## src/rtl/nor_seq_pkg.sv

```systemverilog
// Shared types and micro-program ROM for the NOR sequencer.
package nor_seq_pkg;

    typedef enum logic [2:0] {
        OpNor  = 3'd0,
        OpOr   = 3'd1,
        OpNot  = 3'd2,
        OpAnd  = 3'd3,
        OpNand = 3'd4,
        OpXnor = 3'd5,
        OpXor  = 3'd6,
        OpBuf  = 3'd7
    } op_e;

    typedef enum logic [2:0] {
        SrcRa = 3'd0,
        SrcRb = 3'd1,
        SrcT0 = 3'd2,
        SrcT1 = 3'd3,
        SrcT2 = 3'd4
    } src_e;

    typedef enum logic [1:0] {
        DstT0 = 2'd0,
        DstT1 = 2'd1,
        DstT2 = 2'd2
    } dst_e;

    typedef struct packed {
        src_e src1;
        src_e src2;
        dst_e dst;
    } micro_t;

    // Number of NOR steps per opcode, indexed by op code.
    localparam logic [2:0] STEP_N [0:7] = '{
        3'd1, 3'd2, 3'd1, 3'd3, 3'd4, 3'd4, 3'd5, 3'd2
    };

    // Micro-program ROM: instruction executed at a given step of an opcode.
    function automatic micro_t micro(input op_e op, input logic [2:0] step);
        micro_t m;
        m = '{src1: SrcRa, src2: SrcRb, dst: DstT0};
        case (op)
            OpNor: ;
            OpOr: begin
                if (step == 3'd1) m = '{src1: SrcT0, src2: SrcT0, dst: DstT0};
            end
            OpNot: m = '{src1: SrcRa, src2: SrcRa, dst: DstT0};
            OpBuf: begin
                if (step == 3'd0) m = '{src1: SrcRa, src2: SrcRa, dst: DstT0};
                else              m = '{src1: SrcT0, src2: SrcT0, dst: DstT0};
            end
            OpAnd, OpNand: begin
                case (step)
                    3'd0:    m = '{src1: SrcRa, src2: SrcRa, dst: DstT0};
                    3'd1:    m = '{src1: SrcRb, src2: SrcRb, dst: DstT1};
                    3'd2:    m = '{src1: SrcT0, src2: SrcT1, dst: DstT0};
                    default: m = '{src1: SrcT0, src2: SrcT0, dst: DstT0};
                endcase
            end
            OpXnor, OpXor: begin
                case (step)
                    3'd0:    m = '{src1: SrcRa, src2: SrcRb, dst: DstT0};
                    3'd1:    m = '{src1: SrcRa, src2: SrcT0, dst: DstT1};
                    3'd2:    m = '{src1: SrcRb, src2: SrcT0, dst: DstT2};
                    3'd3:    m = '{src1: SrcT1, src2: SrcT2, dst: DstT0};
                    default: m = '{src1: SrcT0, src2: SrcT0, dst: DstT0};
                endcase
            end
            default: ;
        endcase
        return m;
    endfunction

endpackage

```

## src/rtl/nor_seq_ctrl_nor_vec.sv

```systemverilog
// Combinational WIDTH-bit NOR unit shared by every micro-instruction.
module nor_vec #(
    parameter int unsigned WIDTH = 8
) (
    input  logic [WIDTH-1:0] x1,
    input  logic [WIDTH-1:0] x2,
    output logic [WIDTH-1:0] y
);

    assign y = ~(x1 | x2);

endmodule

```

## src/rtl/nor_seq_ctrl.sv

```systemverilog
// Sequencer evaluating any 2-input bitwise function with one shared NOR unit,
// one NOR step per clock, with a start/busy/done handshake.
module nor_seq_ctrl
    import nor_seq_pkg::*;
#(
    parameter int unsigned WIDTH = 8
) (
    input  logic             clk,
    input  logic             rst_n,
    input  logic             start,
    input  logic [2:0]       op,
    input  logic [WIDTH-1:0] a,
    input  logic [WIDTH-1:0] b,
    output logic             busy,
    output logic             done,
    output logic [WIDTH-1:0] result,
    output logic [2:0]       steps
);

    typedef enum logic [0:0] {StIdle, StExec} state_e;

    state_e           state_q, state_d;
    op_e              rop_q, rop_d;
    logic [WIDTH-1:0] ra_q, ra_d, rb_q, rb_d;
    logic [WIDTH-1:0] t0_q, t0_d, t1_q, t1_d, t2_q, t2_d;
    logic [2:0]       step_q, step_d;
    logic             busy_q, busy_d, done_q, done_d;
    logic [WIDTH-1:0] result_q, result_d;
    logic [2:0]       steps_q, steps_d;

    micro_t           uinst;
    logic [2:0]       step_n;
    logic             last_step;
    logic [WIDTH-1:0] nor_x1, nor_x2, nor_y;

    // Decode the current micro-instruction and whether it is the final one.
    always_comb begin
        uinst     = micro(rop_q, step_q);
        step_n    = STEP_N[rop_q];
        last_step = (step_q == step_n - 3'd1);
    end

    // Route the two selected sources into the shared NOR unit.
    always_comb begin
        nor_x1 = '0;
        nor_x2 = '0;
        case (uinst.src1)
            SrcRa:   nor_x1 = ra_q;
            SrcRb:   nor_x1 = rb_q;
            SrcT0:   nor_x1 = t0_q;
            SrcT1:   nor_x1 = t1_q;
            SrcT2:   nor_x1 = t2_q;
            default: nor_x1 = '0;
        endcase
        case (uinst.src2)
            SrcRa:   nor_x2 = ra_q;
            SrcRb:   nor_x2 = rb_q;
            SrcT0:   nor_x2 = t0_q;
            SrcT1:   nor_x2 = t1_q;
            SrcT2:   nor_x2 = t2_q;
            default: nor_x2 = '0;
        endcase
    end

    nor_vec #(
        .WIDTH(WIDTH)
    ) u_nor (
        .x1(nor_x1),
        .x2(nor_x2),
        .y (nor_y)
    );

    // Next-state: accept in idle, execute one NOR step per cycle in exec.
    always_comb begin
        state_d  = state_q;
        rop_d    = rop_q;
        ra_d     = ra_q;
        rb_d     = rb_q;
        t0_d     = t0_q;
        t1_d     = t1_q;
        t2_d     = t2_q;
        step_d   = step_q;
        busy_d   = busy_q;
        done_d   = 1'b0;
        result_d = result_q;
        steps_d  = steps_q;
        case (state_q)
            StIdle: begin
                if (start) begin
                    ra_d    = a;
                    rb_d    = b;
                    rop_d   = op_e'(op);
                    step_d  = 3'd0;
                    state_d = StExec;
                end
            end
            StExec: begin
                case (uinst.dst)
                    DstT0:   t0_d = nor_y;
                    DstT1:   t1_d = nor_y;
                    DstT2:   t2_d = nor_y;
                    default: t0_d = nor_y;
                endcase
                step_d = step_q + 3'd1;
                if (last_step) begin
                    result_d = nor_y;
                    steps_d  = step_n;
                    done_d   = 1'b1;
                    busy_d   = 1'b0;
                    state_d  = StIdle;
                end else begin
                    // Busy only rises on the first exec edge, so it covers N-1 cycles.
                    busy_d = 1'b1;
                end
            end
            default: state_d = StIdle;
        endcase
    end

    // State and datapath registers; reset aborts any program in flight.
    always_ff @(posedge clk or negedge rst_n) begin
        if (!rst_n) begin
            state_q  <= StIdle;
            rop_q    <= OpNor;
            ra_q     <= '0;
            rb_q     <= '0;
            t0_q     <= '0;
            t1_q     <= '0;
            t2_q     <= '0;
            step_q   <= 3'd0;
            busy_q   <= 1'b0;
            done_q   <= 1'b0;
            result_q <= '0;
            steps_q  <= 3'd0;
        end else begin
            state_q  <= state_d;
            rop_q    <= rop_d;
            ra_q     <= ra_d;
            rb_q     <= rb_d;
            t0_q     <= t0_d;
            t1_q     <= t1_d;
            t2_q     <= t2_d;
            step_q   <= step_d;
            busy_q   <= busy_d;
            done_q   <= done_d;
            result_q <= result_d;
            steps_q  <= steps_d;
        end
    end

    assign busy   = busy_q;
    assign done   = done_q;
    assign result = result_q;
    assign steps  = steps_q;

endmodule

```

## config.mk

```make
export PLATFORM = sky130hd
export DESIGN_NAME = nor_seq_ctrl
export DESIGN_NICKNAME = d
export VERILOG_FILES = /design/src/rtl/nor_seq_pkg.sv /design/src/rtl/nor_seq_ctrl_nor_vec.sv /design/src/rtl/nor_seq_ctrl.sv
export SDC_FILE = /design/constraint.sdc
export NUM_CORES = 1
export LEC_CHECK = 0
export CAP_MARGIN = 20
export CELL_PAD_IN_SITES_DETAIL_PLACEMENT = 0
export CELL_PAD_IN_SITES_GLOBAL_PLACEMENT = 2
export CORE_MARGIN = 10
export CORE_UTILIZATION = 37
export DETAILED_ROUTE_END_ITERATION = 7
export PLACE_DENSITY = 0.87
export SLEW_MARGIN = 0
export SYNTH_ARGS = -nofsm -noshare
export SYNTH_HDL_FRONTEND = slang
export SYNTH_SLANG_ARGS = --single-unit
```

## constraint.sdc

```tcl
create_clock -name clk -period 2.8 [get_ports clk]
set_input_delay 0.56 -clock clk [delete_from_list [all_inputs] [get_ports clk]]
set_output_delay 0.56 -clock clk [all_outputs]
set_load 0.03 [all_outputs]
```

* Word-level counts from Yosys, hierarchy flattened *
Memory sizes are Yosys's and may differ from the RTL's.
Cells that the tools add are included.

storage, ports and cells
  output and inout port bits = 13
  flip-flop bits (word level) = 60
  memories kept = 1
  RAM bits = 0
  input port bits = 22
  word-level logic and storage cells = 70
  memory bits (read-only) = 24
  bits in latches = 0

operators by class
  div/mod/pow operators = 0
  multiply operators = 0
  equality and inequality tests = 22
  muxes and demuxes = 16
  add/subtract/negate cells = 2
  bitwise gates (word level) = 5
  reduce and logical (&&, ||, !) cells = 11
  magnitude comparators = 1
  shift-type cells = 0

memory list
  memory            depth  bits a word  rd ports  clocked after Yosys merged registers in  write ports  line                text
  (name not given)  8      3            1         0                                        0            nor_seq_ctrl.sv:39  step_n = STEP_N[rop_q];

operators by type and width
  kind                                                                 count
  8-bit case mux with 5 select lines                                   2
  7-bit case mux with 5 select lines                                   1
  7-bit case mux with 4 select lines                                   1
  3-bit by 2-bit == test with 1-bit output (second input constant)     8
  7-bit case mux with 3 select lines                                   1
  3-bit == test (second input constant)                                6
  7-bit two-way mux                                                    2
  3-bit by 1-bit == test with 1-bit output (second input constant)     4
  2-bit AND reduction                                                  5
  3-bit zero test                                                      3
  3-bit two-way mux                                                    3
  8-bit inverter                                                       1
  8-bit OR                                                             1
  3-bit case mux with 2 select lines                                   1
  2-bit OR reduction                                                   3
  4-bit >= comparator (second input constant)                          1
  1-bit two-way mux                                                    4
  3-bit inverter with 4-bit output                                     1
  3-bit by 1-bit adder with 3-bit output (second input constant)       1
  3-bit == test                                                        1
  3-bit by 1-bit subtractor with 3-bit output (second input constant)  1
  2-bit by 1-bit == test with 1-bit output (second input constant)     1
  2-bit == test (second input constant)                                1
  2-bit != test (second input constant)                                1
  other kinds (2)                                                      3

* Depth between registers and ports, before layout *
Gate-level depths: netlist of the first run.

  depth after elaboration = 8
  gate-level depth with buffers = 12
  gate-level depth less buffers = 9

* Hierarchy *
Synthesis of the first run repeated with hierarchy kept, for this count alone.

unflattened totals
  cell total of the unflattened synthesis = 322
  area, all modules = 3624.7 um^2

by module, submodules not included
  module        seq. area each (um^2)  cells an instance  area each (um^2)  instances
  nor_seq_ctrl  1501.4                 314                3594.7            1
  nor_vec       0.0                    8                  30.0              1

* Worst setup path after synthesis of the first run *
No wires, ideal clock.

  path type = register to register
  start = register step_q[2]
  end = register t1_q[5]
  stages on the path, launching flop included = 10
  path slack = 337 ps
  library setup time = 110 ps
  data required time = 2690 ps
  period minus slack after synthesis = 2463 ps
  path buffers = 1
  data arrival time = 2352 ps
  cells stage by stage = dfrtp_1 -> buf_2 -> inv_1 -> ha_1 -> mux2_1 -> o31a_1 -> a21oi_4 -> nand2_2 -> mux4_2 -> o41ai_1

between the ends
  word-level cells in the longest chain between the ends = 7
  elaborated cells between the ends (all ways) = 25
  classes of those cells = eq/ne: 12; mux: 7; bitwise: 2; reduce/logical: 4

RTL lines
  element                                                                 line                                    text
  start: declaration                                                      nor_seq_ctrl.sv:26                      logic [2:0] step_q, step_d;
  start signal: assignment                                                nor_seq_ctrl.sv:143                     step_q <= step_d;
  3-bit by 2-bit == test with 1-bit output, or another cell as far along  nor_seq_pkg.sv:63                       case (step)
  7-bit case mux with 4 select lines, or another cell as far along        nor_seq_pkg.sv:63
  7-bit case mux with 5 select lines *                                    nor_seq_pkg.sv:44                       case (op)
  3-bit == test, or another cell as far along                             nor_seq_ctrl.sv:47                      case (uinst.src1)
  8-bit case mux with 5 select lines, on equally long branches            nor_seq_ctrl.sv:47, nor_seq_ctrl.sv:55
  8-bit OR                                                                nor_seq_ctrl_nor_vec.sv:10              assign y = ~(x1 | x2);
  8-bit inverter                                                          nor_seq_ctrl_nor_vec.sv:10
  end signal: assignment                                                  nor_seq_ctrl.sv:141                     t1_q <= t1_d;
  end: declaration                                                        nor_seq_ctrl.sv:25                      logic [WIDTH-1:0] t0_q, t0_d, t1_q, t1_d, t2_q, t2_d;

Mark *: on every way between the ends. The rest lies on a longest branch, timed or not.
A chain may end at the register's enable or synchronous reset.

* Worst setup path after layout of the first run *
  start = register step_q[0]
  end = register result_q[1], in the netlist result[1]

between the ends
  word-level cells in the longest chain between the ends = 7
  elaborated cells between the ends (all ways) = 25
  classes of those cells = eq/ne: 12; mux: 7; bitwise: 2; reduce/logical: 4

RTL lines
  element                                                                 line                                    text
  3-bit by 2-bit == test with 1-bit output, or another cell as far along  nor_seq_pkg.sv:63
  7-bit case mux with 4 select lines, or another cell as far along        nor_seq_pkg.sv:63
  7-bit case mux with 5 select lines                                      nor_seq_pkg.sv:44
  3-bit == test, or another cell as far along                             nor_seq_ctrl.sv:47
  8-bit case mux with 5 select lines, on equally long branches            nor_seq_ctrl.sv:47, nor_seq_ctrl.sv:55
  8-bit OR                                                                nor_seq_ctrl_nor_vec.sv:10
  8-bit inverter                                                          nor_seq_ctrl_nor_vec.sv:10
  end signal: assignment                                                  nor_seq_ctrl.sv:146                     result_q <= result_d;
  end: declaration                                                        nor_seq_ctrl.sv:28                      logic [WIDTH-1:0] result_q, result_d;

Several ways; a longest one is shown, not always the timed one.

==> results of run 1 <==
==> cell families after synthesis <==
kind of cell,share of synthesized area
xor gates and xnor gates,0.009426
adders and majority gates,0.02722
buffers and inverters,0.04851
muxes,0.09843
and+or+nand+nor,0.1651
DFF,0.4188
AOI/OAI and AO/OA,0.2325
==> registers in the layout, indices dropped and copies added (netlist names) <==
register / count
t1_q: 8
state_q: 1
done: 1
ra_q: 8
step_q: 3
busy: 1
steps: 3
rb_q: 8
result: 8
t2_q: 8
rop_q: 3
t0_q: 8
==> synth_stat cells, types with 2 or more instances <==
master	n	area, µm²
mux2_2	15	168.9
o21ai_0	30	150.1
inv_1	13	48.80
buf_1	4	15.01
nor3_1	6	30.03
nand2b_1	2	12.51
o2111a_1	3	33.78
mux4_2	5	112.6
nand4_1	9	56.30
and2_1	3	18.77
nand3_1	8	40.04
a32o_1	4	40.04
o311a_1	2	20.02
mux2_4	4	60.06
and3b_1	2	17.52
a21oi_1	9	45.04
nor2_1	11	41.29
nor2b_1	4	25.02
clkbuf_1	8	30.03
nand2_1	65	244.0
o31ai_1	32	240.2
buf_6	4	45.04
o2bb2ai_1	3	26.28
and4_1	4	35.03
ha_1	7	87.58
dfrtp_1	60	1501
o31a_1	2	17.52
o211ai_1	5	37.54
o41ai_1	7	61.31
buf_2	7	35.03
a221oi_1	3	26.28
o21a_1	4	30.03
==> final timing paths <==
| check | start | to | cells after the start |
|---|---|---|---|
| setup / recovery | step_q[0] | result[1] | 9 |
| hold reg to reg | t2_q[5] | t2_q[5] | 2 |
| setup reg to reg | step_q[0] | result[1] | 9 |
| hold / removal | rst_n | result[4] | 1 |
| max in group asynchronous | rst_n | ra_q[2] | 2 |
| min in group clk | t2_q[5] | t2_q[5] | 2 |
==> stage by stage <==
step | setup WS (ns) | util
2_1_floorplan | 0.3375 | -
3_3_place_gp | 0.1023 | 0.4451
3_5_place_dp | 0.09045 | 0.4451
4_1_cts | 0.05834 | 0.4714
5_1_grt | -0.02982 | 0.4840
6_report | 0.1362 | 0.4840
==> where the power goes <==
group | internal, µW | switching [µW]
Sequential | 1300 | 393
Combinational | 1810 | 2360
Clock | 597 | 390
==> layer usage <==
layer,vias to the layer above,track usage,routed length (µm)
met2,112,0.2072,4299
met5,-,0,0
li1,1489,-,-
met3,11,0.02856,496
met4,0,0.05038,166
met1,1498,0.2131,5214
==> what timing repair did <==
item                       4_1_cts  5_1_grt
setup endpoints to repair        0       32
setup buffers                    0        4
hold endpoints to repair         0        0
resized for setup                0       16
==> cell type report <==
cell class | count | area [µm²] | area share
well taps | 129 | 161.4 | 0.03575
multi-input cells | 273 | 1996 | 0.4421
repair buffers | 62 | 558.0 | 0.1236
clock buffers | 9 | 123.9 | 0.02744
clock inverters | 7 | 121.4 | 0.02688
inverters | 13 | 48.80 | 0.01081
flip-flops and latches | 60 | 1505 | 0.3334
==> metrics.csv, run 1 <==
metric,value,unit
outcome,"finished, final reports clean",
Num CTS Buffers,9,
Post-Synthesis Cells,369,
Hold Buf Count CTS,0,
synthesized area per cell,9.715,µm²
fin crit period,2.664,ns
relative slew slack,0.5172,
clock-pin transition on the worst setup and hold timing paths,0.08,ns
area grow syn2layout,25.93,%
DP Wirelength,7.346,mm
WHS,0.2515,ns
Crit path max-delay family,compound AO/OA/AOI/OAI gates,
critical path type,reg -> reg,
Netlist Area Pre-Place,0.003585,mm²
Netlist cell types,56,
n_diodes,0,
Syn. warnings,0,
fin cells,553,
Vias per Instance,5.624,
WL final,10.18,mm
most numerous cell on the critical path,ha_1,
Crit path arrival time,2.92,ns
most frequent cells in the layout,"64 x nand2_1, 57 x dfrtp_1, 33 x clkdlybuf4s50_1, 30 x o21ai_0, 30 x o31ai_1",
RSZ-0062 raised after global routing,yes,
Starting Density,0.3843,
Pwr Density,1515,mW/mm²
Syn Nets,398,
Synth async-reset ratio,1.000,
clock root buffer,clkbuf_8,
MaxCap Viol Count,0,
crit path cell chain,"ha_1, ha_1, mux2_1, o31a_1, a21oi_4, nand2_2, buf_4, mux4_2, o31ai_1",
#FFs+latches synth,60,
Slew Limit Fails,0,
vias,3110,
DR iter-0 viols,312,
number of synthesized flops with an enable pin,0,
endpoints failing setup,0,
ratio of cells with drive above 1 in the final layout,0.2170,
worst stage delay on the critical path,0.44,ns
"Req. time, crit path",3.06,ns
Max Freq,375.4,MHz
largest net degree at the start of global routing,32,
Setup Skew,0.01795,ns
"commonest non-fill, non-tap cell in the layout",nand2_1,
Worst-Margin Slew,0.7242,ns
Final GP Congestion,0.8692,
Layout fillers,888,
Final nets,448,
die area,0.01403,mm²
worst hold path class,in -> async,
Setup crit end kind,flip-flop,
Die Width,118.4,µm
core area,0.009328,mm²
critical path's slowest cell,dfrtp_1,
WL/cell,18.40,µm
CP bufs+invs,1,
antenna violations before repair,0,
Die Height,118.4,µm
clock sink total,60,
post-place instance area,0.004151,mm²
r2r setup slk,0.14,ns
clk_lat worst skew,0.36,ns
Synth Flop Type,dfrtp_1,
placed insts,533,
worst-case clock buffer depth,2,
# rows,35,
peak supply drop,432.5,µV
final instance area,0.004514,mm²
power after layout,6840,µW
DRC viols,0,
DRT antenna net count,0,
IO Port Bufs,34,
post-synthesis sequential area ratio,0.4188,
top fanout value on the critical path,5,
drt first pass iters,5,
Congestion Overflow GR,0,
leakage power,0.001889,µW
global-route wire length before repair,16.82,mm
Setup crit start kind,flip-flop,
CTS tree,built,
H-tree depth,3,
Tot GR Track Use,0.1457,
Top-Level Pins,35,
vias in the first global route,3110,
final hold vios,0,
Fin Setup TNS,0,ns
fin crit share,0.9514,
No activity file was read; power rests on OpenSTA's default activity.
==> run 2: changes to the inputs <==
--- a/config.mk
+++ b/config.mk
@@ -5,13 +5,15 @@
 export SDC_FILE = /design/constraint.sdc
 export NUM_CORES = 1
 export LEC_CHECK = 0
+export ABC_AREA = 1
 export CAP_MARGIN = 20
 export CELL_PAD_IN_SITES_DETAIL_PLACEMENT = 0
 export CELL_PAD_IN_SITES_GLOBAL_PLACEMENT = 2
 export CORE_MARGIN = 10
-export CORE_UTILIZATION = 37
+export CORE_UTILIZATION = 35
 export DETAILED_ROUTE_END_ITERATION = 7
 export PLACE_DENSITY = 0.87
+export SKIP_CTS_REPAIR_TIMING = 1
 export SLEW_MARGIN = 0
 export SYNTH_ARGS = -nofsm -noshare
 export SYNTH_HDL_FRONTEND = slang
==> run 2 against run 1 <==
Compared with the run above: register-to-register slack better by 0.24 ns; synthesized cell count is 17% higher; first-iteration DRC count is 31% lower; highest routed layer unchanged.
==> metrics.csv, run 2 <==
metric,value,unit,change
clk_lat worst skew,0.36,ns,about the same
multi-input logic area,0.001874,mm²,was 0.001996 mm²
critical path's slowest cell,dfrtp_1,,unchanged
worst-case clock buffer depth,2,,unchanged
Syn Nets,459,,was 398
crit path cell chain,"inv_1, ha_1, nand2_1, inv_1, o21ai_2, nor2_4, nor2_4, nand3_1, nand3_2, nor2_2, nand3_1, nand2_1",,"was ha_1, ha_1, mux2_1, o31a_1, a21oi_4, nand2_2, buf_4, mux4_2, o31ai_1"
largest net degree at the start of global routing,35,,was 32
number of synthesized flops with an enable pin,0,,unchanged
Die Width,121.1,µm,was 118.4 µm
Synth area leaders,"dfrtp_1 42%, nand2_1 14%, nand3_1 8.4%",,"was dfrtp_1 42%, nand2_1 6.8%, o31ai_1 6.7%"
synthesized area per cell,8.313,µm²,was 9.715 µm²
clock sink total,60,,unchanged
worst setup path endpoint,result[3],,was result[1]
Synth Flop Type,dfrtp_1,,unchanged
fin crit share,0.8669,,was 0.9514
DR iter-0 viols,215,,was 312
Die Height,121.1,µm,was 118.4 µm
IO Port Bufs,34,,unchanged
area grow syn2layout,20.58,%,was 25.93%
Tot GR Track Use,0.1439,,was 0.1457
biggest area consumer among synthesized cells,dfrtp_1,,unchanged
endpoints failing setup,0,,unchanged
Vias per Instance,5.094,,was 5.624
pre-CTS worst setup slack,0.4023,ns,was 0.09045 ns
Setup crit end kind,flip-flop,,unchanged
Final nets,500,,was 448
top post-synthesis cells by count,"132 x nand2_1, 60 x dfrtp_1, 60 x nand3_1",,"was 65 x nand2_1, 60 x dfrtp_1, 32 x o31ai_1"
final hold vios,0,,unchanged
Layout fillers,997,,was 888
core area,0.009864,mm²,was 0.009328 mm²
Post-Synthesis Cells,430,,was 369
relative slew slack,0.4811,,was 0.5172
post-place instance area,0.004070,mm²,was 0.004151 mm²
Netlist Area Pre-Place,0.003575,mm²,was 0.003585 mm²
Congestion Overflow GR,0,,unchanged
WHS,0.2885,ns,was 0.2515 ns
share of the synthesized area in the top cell type,0.4200,,was 0.4188
FF-to-FF Start,step_q[1],,was step_q[0]
CP bufs+invs,2,,was 1
antenna violations before repair,0,,unchanged
H-tree depth,3,,unchanged
"Req. time, crit path",3.03,ns,was 3.06 ns
Final GP Congestion,0.8056,,was 0.8692
top-count cell post-synth,nand2_1,,unchanged
Final Worst Setup Slack,0.3726,ns,was 0.1362 ns
critical path type,reg -> reg,,unchanged
Setup Skew,0.01569,ns,was 0.01795 ns
Crit path depth,12,,was 9
"commonest non-fill, non-tap cell in the layout",nand2_1,,unchanged
DRT antenna net count,0,,unchanged
WL final,9.998,mm,was 10.18 mm
Crit path max-delay family,simple AND/OR/NAND/NOR gates,,was compound AO/OA/AOI/OAI gates
CTS tree,built,,unchanged
Fin Setup TNS,0,ns,unchanged
Slew Limit Fails,0,,unchanged
Setup crit start kind,flip-flop,,unchanged
Worst-Margin Slew,0.7784,ns,was 0.7242 ns
Starting Density,0.3624,,was 0.3843
DP Wirelength,6.952,mm,was 7.346 mm
outcome,"finished, final reports clean",,unchanged
# rows,36,,was 35
Syn. warnings,0,,unchanged
WL/cell,16.42,µm,was 18.40 µm
drt first pass iters,5,,unchanged
worst hold path class,in -> async,,unchanged
Max Freq,412.0,MHz,was 375.4 MHz
most frequent cells in the layout,"132 x nand2_1, 60 x nand3_1, 60 x dfrtp_1, 33 x clkdlybuf4s50_1, 24 x nand4_1",,"was 64 x nand2_1, 57 x dfrtp_1, 33 x clkdlybuf4s50_1, 30 x o21ai_0, 30 x o31ai_1"
vias,3102,,was 3110
CP startpoint,step_q[1],,was step_q[0]
r2r setup slk,0.37,ns,was 0.14 ns
die area,0.01466,mm²,was 0.01403 mm²
Netlist cell types,25,,was 56
global-route wire length before repair,16.68,mm,was 16.82 mm
n_diodes,0,,unchanged
vias in the first global route,3104,,was 3110
fin crit period,2.427,ns,was 2.664 ns
r2r worst-path depth,12,,was 9
Crit path arrival time,2.66,ns,was 2.92 ns
MaxCap Viol Count,0,,unchanged
Top-Level Pins,35,,unchanged
clock root buffer,clkbuf_8,,unchanged
Storage cell area,0.001501,mm²,was 0.001505 mm²
RSZ-0062 raised after global routing,no,,was yes
worst stage delay on the critical path,0.42,ns,was 0.44 ns
final instance area,0.004310,mm²,was 0.004514 mm²
ratio of cells with drive above 1 in the final layout,0.2227,,was 0.2170
Reg-to-Reg End,result[3],,was result[1]
top fanout value on the critical path,16,,was 5
Num CTS Buffers,9,,unchanged
DRC viols,0,,unchanged
clock-pin transition on the worst setup and hold timing paths,0.07,ns,was 0.08 ns
post-synthesis sequential area ratio,0.4200,,was 0.4188
Synth async-reset ratio,1.000,,unchanged
#FFs+latches synth,60,,unchanged
-- run 2: cell count changes after synthesis, sizes merged, moves of 7 or more --
cell   previous run  this run
nand2            66       140
inv              13        28
nand3             8        79
nor2             12        39
o31ai            32         0
o21ai            31        10
nand4             9        24
o41ai             7         0
-- run 2: logic make-up after synthesis --
logic type,share of synthesized area
AND/OR/NAND/NOR,0.4137
flip-flops,0.4200
buffers and inverters,0.05565
AO/OA/AOI/OAI,0.02765
multiplexers,0.05355
adder cells (fa/ha/maj),0.02450
XOR/XNOR,0.004901
-- run 2: how the worst min path moves through the flow --
| stage | start | endpoint | slack [ns] | cells after the start |
|---|---|---|---|---|
| 5_1_grt | rst_n | result[4] | 0.35 | 1 |
| 3_3_place_gp | result[6] | result[6] | 0.46 | 2 |
| 6_report | rst_n | step_q[1] | 0.29 | 1 |
| 3_5_place_dp | result[2] | result[2] | 0.47 | 2 |
| 2_1_floorplan | rst_n | busy | 0.26 | 0 |
| 4_1_cts | rst_n | t0_q[7] | 0.32 | 1 |
-- run 2: layout make-up --
| cell class | instances | share of cell area |
|---|---|---|
| Tap cell | 133 | 0.03861 |
| Timing Repair Buffer | 44 | 0.09811 |
| Clock buffer | 10 | 0.02961 |
| Multi-Input combinational cell | 328 | 0.4348 |
| Inverter | 28 | 0.02438 |
| Clock inverter | 6 | 0.02612 |
| Sequential cell | 60 | 0.3483 |
-- run 2: worst register-to-register path: stages, from the launching register on --
cell	delay, ns
dfrtp_1	0.42
inv_1	0.10
ha_1	0.20
nand2_1	0.20
inv_1	0.11
o21ai_2	0.27
nor2_4	0.12
nor2_4	0.42
nand3_1	0.16
nand3_2	0.11
nor2_2	0.05
nand3_1	0.09
nand2_1	0.06
-- run 2: routing by layer --
metal / routed length [µm] / track usage
met1: 4831 / 0.1963
met2: 4370 / 0.2139
met3: 565 / 0.02745
met4: 230 / 0.06712
met5: 0 / 0
-- run 2: metrics by stage --
| step | cells | utilization |
|---|---|---|
| floorplan | 430 | - |
| global placement | 593 | 0.4126 |
| CTS | 609 | 0.4370 |
| global route | 609 | 0.4370 |
| detailed placement | 593 | 0.4126 |
| finish | 609 | 0.4370 |
Power of run 2 is left out: the tool's default activity adds up to more than one toggle a clock period on the data nets, which glitch-free logic cannot reach.
==> run 3: changes to the inputs <==
--- a/config.mk
+++ b/config.mk
@@ -10,9 +10,11 @@
 export CELL_PAD_IN_SITES_DETAIL_PLACEMENT = 0
 export CELL_PAD_IN_SITES_GLOBAL_PLACEMENT = 2
 export CORE_MARGIN = 10
-export CORE_UTILIZATION = 35
+export CORE_UTILIZATION = 36
+export CTS_BUF_LIST = sky130_fd_sc_hd__clkbuf_4
 export DETAILED_ROUTE_END_ITERATION = 7
-export PLACE_DENSITY = 0.87
+export MAX_ROUTING_LAYER = met4
+export PLACE_DENSITY = 0.89
 export SKIP_CTS_REPAIR_TIMING = 1
 export SLEW_MARGIN = 0
 export SYNTH_ARGS = -nofsm -noshare
==> run 3 against run 2 <==
Compared with the run above: routed wire length is 2.6% lower; clock skew down 0.0030 ns; final cell count is 0.33% higher; largest cell class unchanged.
==> metrics.csv, run 3 (synthesis gave the netlist of run 2 again) <==
metric,value,unit,change
DP Wirelength,7.062,mm,was 6.952 mm
most frequent cells in the layout,"132 x nand2_1, 60 x nand3_1, 60 x dfrtp_1, 33 x clkdlybuf4s50_1, 24 x nand4_1",,unchanged
worst-case clock buffer depth,2,,unchanged
Max Freq,427.9,MHz,was 412.0 MHz
Final nets,501,,was 500
area grow syn2layout,19.11,%,was 20.58%
vias in the first global route,3176,,was 3104
fin crit share,0.8346,,was 0.8669
top fanout value on the critical path,16,,unchanged
critical path type,reg -> reg,,unchanged
Die Height,119.6,µm,was 121.1 µm
Die Width,119.6,µm,was 121.1 µm
Setup crit end kind,flip-flop,,unchanged
"commonest non-fill, non-tap cell in the layout",nand2_1,,unchanged
Setup Skew,0.01266,ns,was 0.01569 ns
DRT antenna net count,0,,unchanged
final hold vios,0,,unchanged
multi-input logic area,0.001874,mm²,unchanged
WL final,9.743,mm,was 9.998 mm
Num CTS Buffers,9,,unchanged
outcome,"finished, final reports clean",,unchanged
DRC viols,0,,unchanged
FF-to-FF Start,step_q[1],,unchanged
DR iter-0 viols,178,,was 215
Reg-to-Reg End,t0_q[2],,was result[3]
Congestion Overflow GR,0,,unchanged
post-place instance area,0.004078,mm²,was 0.004070 mm²
largest net degree at the start of global routing,33,,was 35
WL/cell,15.95,µm,was 16.42 µm
clock sink total,60,,unchanged
drt first pass iters,4,,was 5
ratio of cells with drive above 1 in the final layout,0.2222,,was 0.2227
IO Port Bufs,34,,unchanged
MaxCap Viol Count,0,,unchanged
clock root buffer,clkbuf_4,,was clkbuf_8
r2r worst-path depth,12,,unchanged
RSZ-0062 raised after global routing,no,,unchanged
die area,0.01431,mm²,was 0.01466 mm²
core area,0.009729,mm²,was 0.009864 mm²
Tot GR Track Use,0.1470,,was 0.1439
r2r setup slk,0.46,ns,was 0.37 ns
Final GP Congestion,0.8106,,was 0.8056
Vias per Instance,5.016,,was 5.094
Top-Level Pins,35,,unchanged
# rows,36,,unchanged
relative slew slack,0.4892,,was 0.4811
vias,3065,,was 3102
final instance area,0.004258,mm²,was 0.004310 mm²
Slew Limit Fails,0,,unchanged
"Req. time, crit path",3.11,ns,was 3.03 ns
clk_lat worst skew,0.43,ns,was 0.36 ns
global-route wire length before repair,16.55,mm,was 16.68 mm
CTS tree,built,,unchanged
Setup crit start kind,flip-flop,,unchanged
Storage cell area,0.001501,mm²,unchanged
antenna violations before repair,1,,was 0
Layout fillers,1021,,was 997
fin crit period,2.337,ns,was 2.427 ns
Worst-Margin Slew,0.7644,ns,was 0.7784 ns
endpoints failing setup,0,,unchanged
clock-pin transition on the worst setup and hold timing paths,0.10,ns,was 0.07 ns
Crit path arrival time,2.65,ns,was 2.66 ns
Fin Setup TNS,0,ns,unchanged
Starting Density,0.3674,,was 0.3624
H-tree depth,3,,unchanged
worst hold path class,in -> async,,unchanged
-- run 3: worst max-delay path, stage by stage (launching register included) --
cell and delay (ns):
dfrtp_1 0.44, inv_1 0.10, ha_1 0.20, nand2_1 0.18, inv_1 0.10, o21ai_2 0.26, nor2_4 0.11, nor2_4 0.38
nand3_2 0.13, nand2_1 0.14, nor2_4 0.06, nand4_1 0.07, nand2_1 0.06
-- run 3: how the worst max path moves through the flow --
stage | startpoint | to | slack [ns] | depth (start not counted)
finish | step_q[1] | t0_q[2] | 0.46 | 12
global route | step_q[0] | t0_q[7] | 0.18 | 13
detailed placement | step_q[1] | result[0] | 0.51 | 12
CTS | step_q[0] | t0_q[2] | 0.45 | 12
global placement | step_q[0] | t2_q[7] | 0.52 | 13
floorplan | step_q[1] | t0_q[2] | 0.86 | 13
-- run 3: routing by layer --
layer,vias up,track usage,part of all wire
met5,-,-,0
met4,0,0.05807,0.018
met3,17,0.03469,0.062
li1,1525,-,-
met1,1438,0.1883,0.47
met2,85,0.2197,0.45
-- run 3: area by class of cell --
cell class / count / share of cell area
Tap cell: 133 / 0.03908
Sequential cell: 60 / 0.3526
Inverter: 28 / 0.02468
Clock buffer: 10 / 0.01763
Clock inverter: 6 / 0.02410
Antenna cell: 1 / 0.0005877
Multi-Input combinational cell: 328 / 0.4402
Timing Repair Buffer: 45 / 0.1011
-- run 3: through the flow --
| stage | cells | setup slack, ns | utilization | hold slack (ns) |
|---|---|---|---|---|
| floorplan | 430 | 0.8621 | - | 0.2644 |
| global route | 611 | 0.1753 | 0.4376 | 0.1991 |
| CTS | 610 | 0.4545 | 0.4374 | 0.1766 |
| detailed placement | 594 | 0.5128 | 0.4191 | 0.4659 |
| finish | 611 | 0.4631 | 0.4376 | 0.1572 |
| global placement | 594 | 0.5161 | 0.4191 | 0.4623 |
Power of run 3 is left out for the same reason.
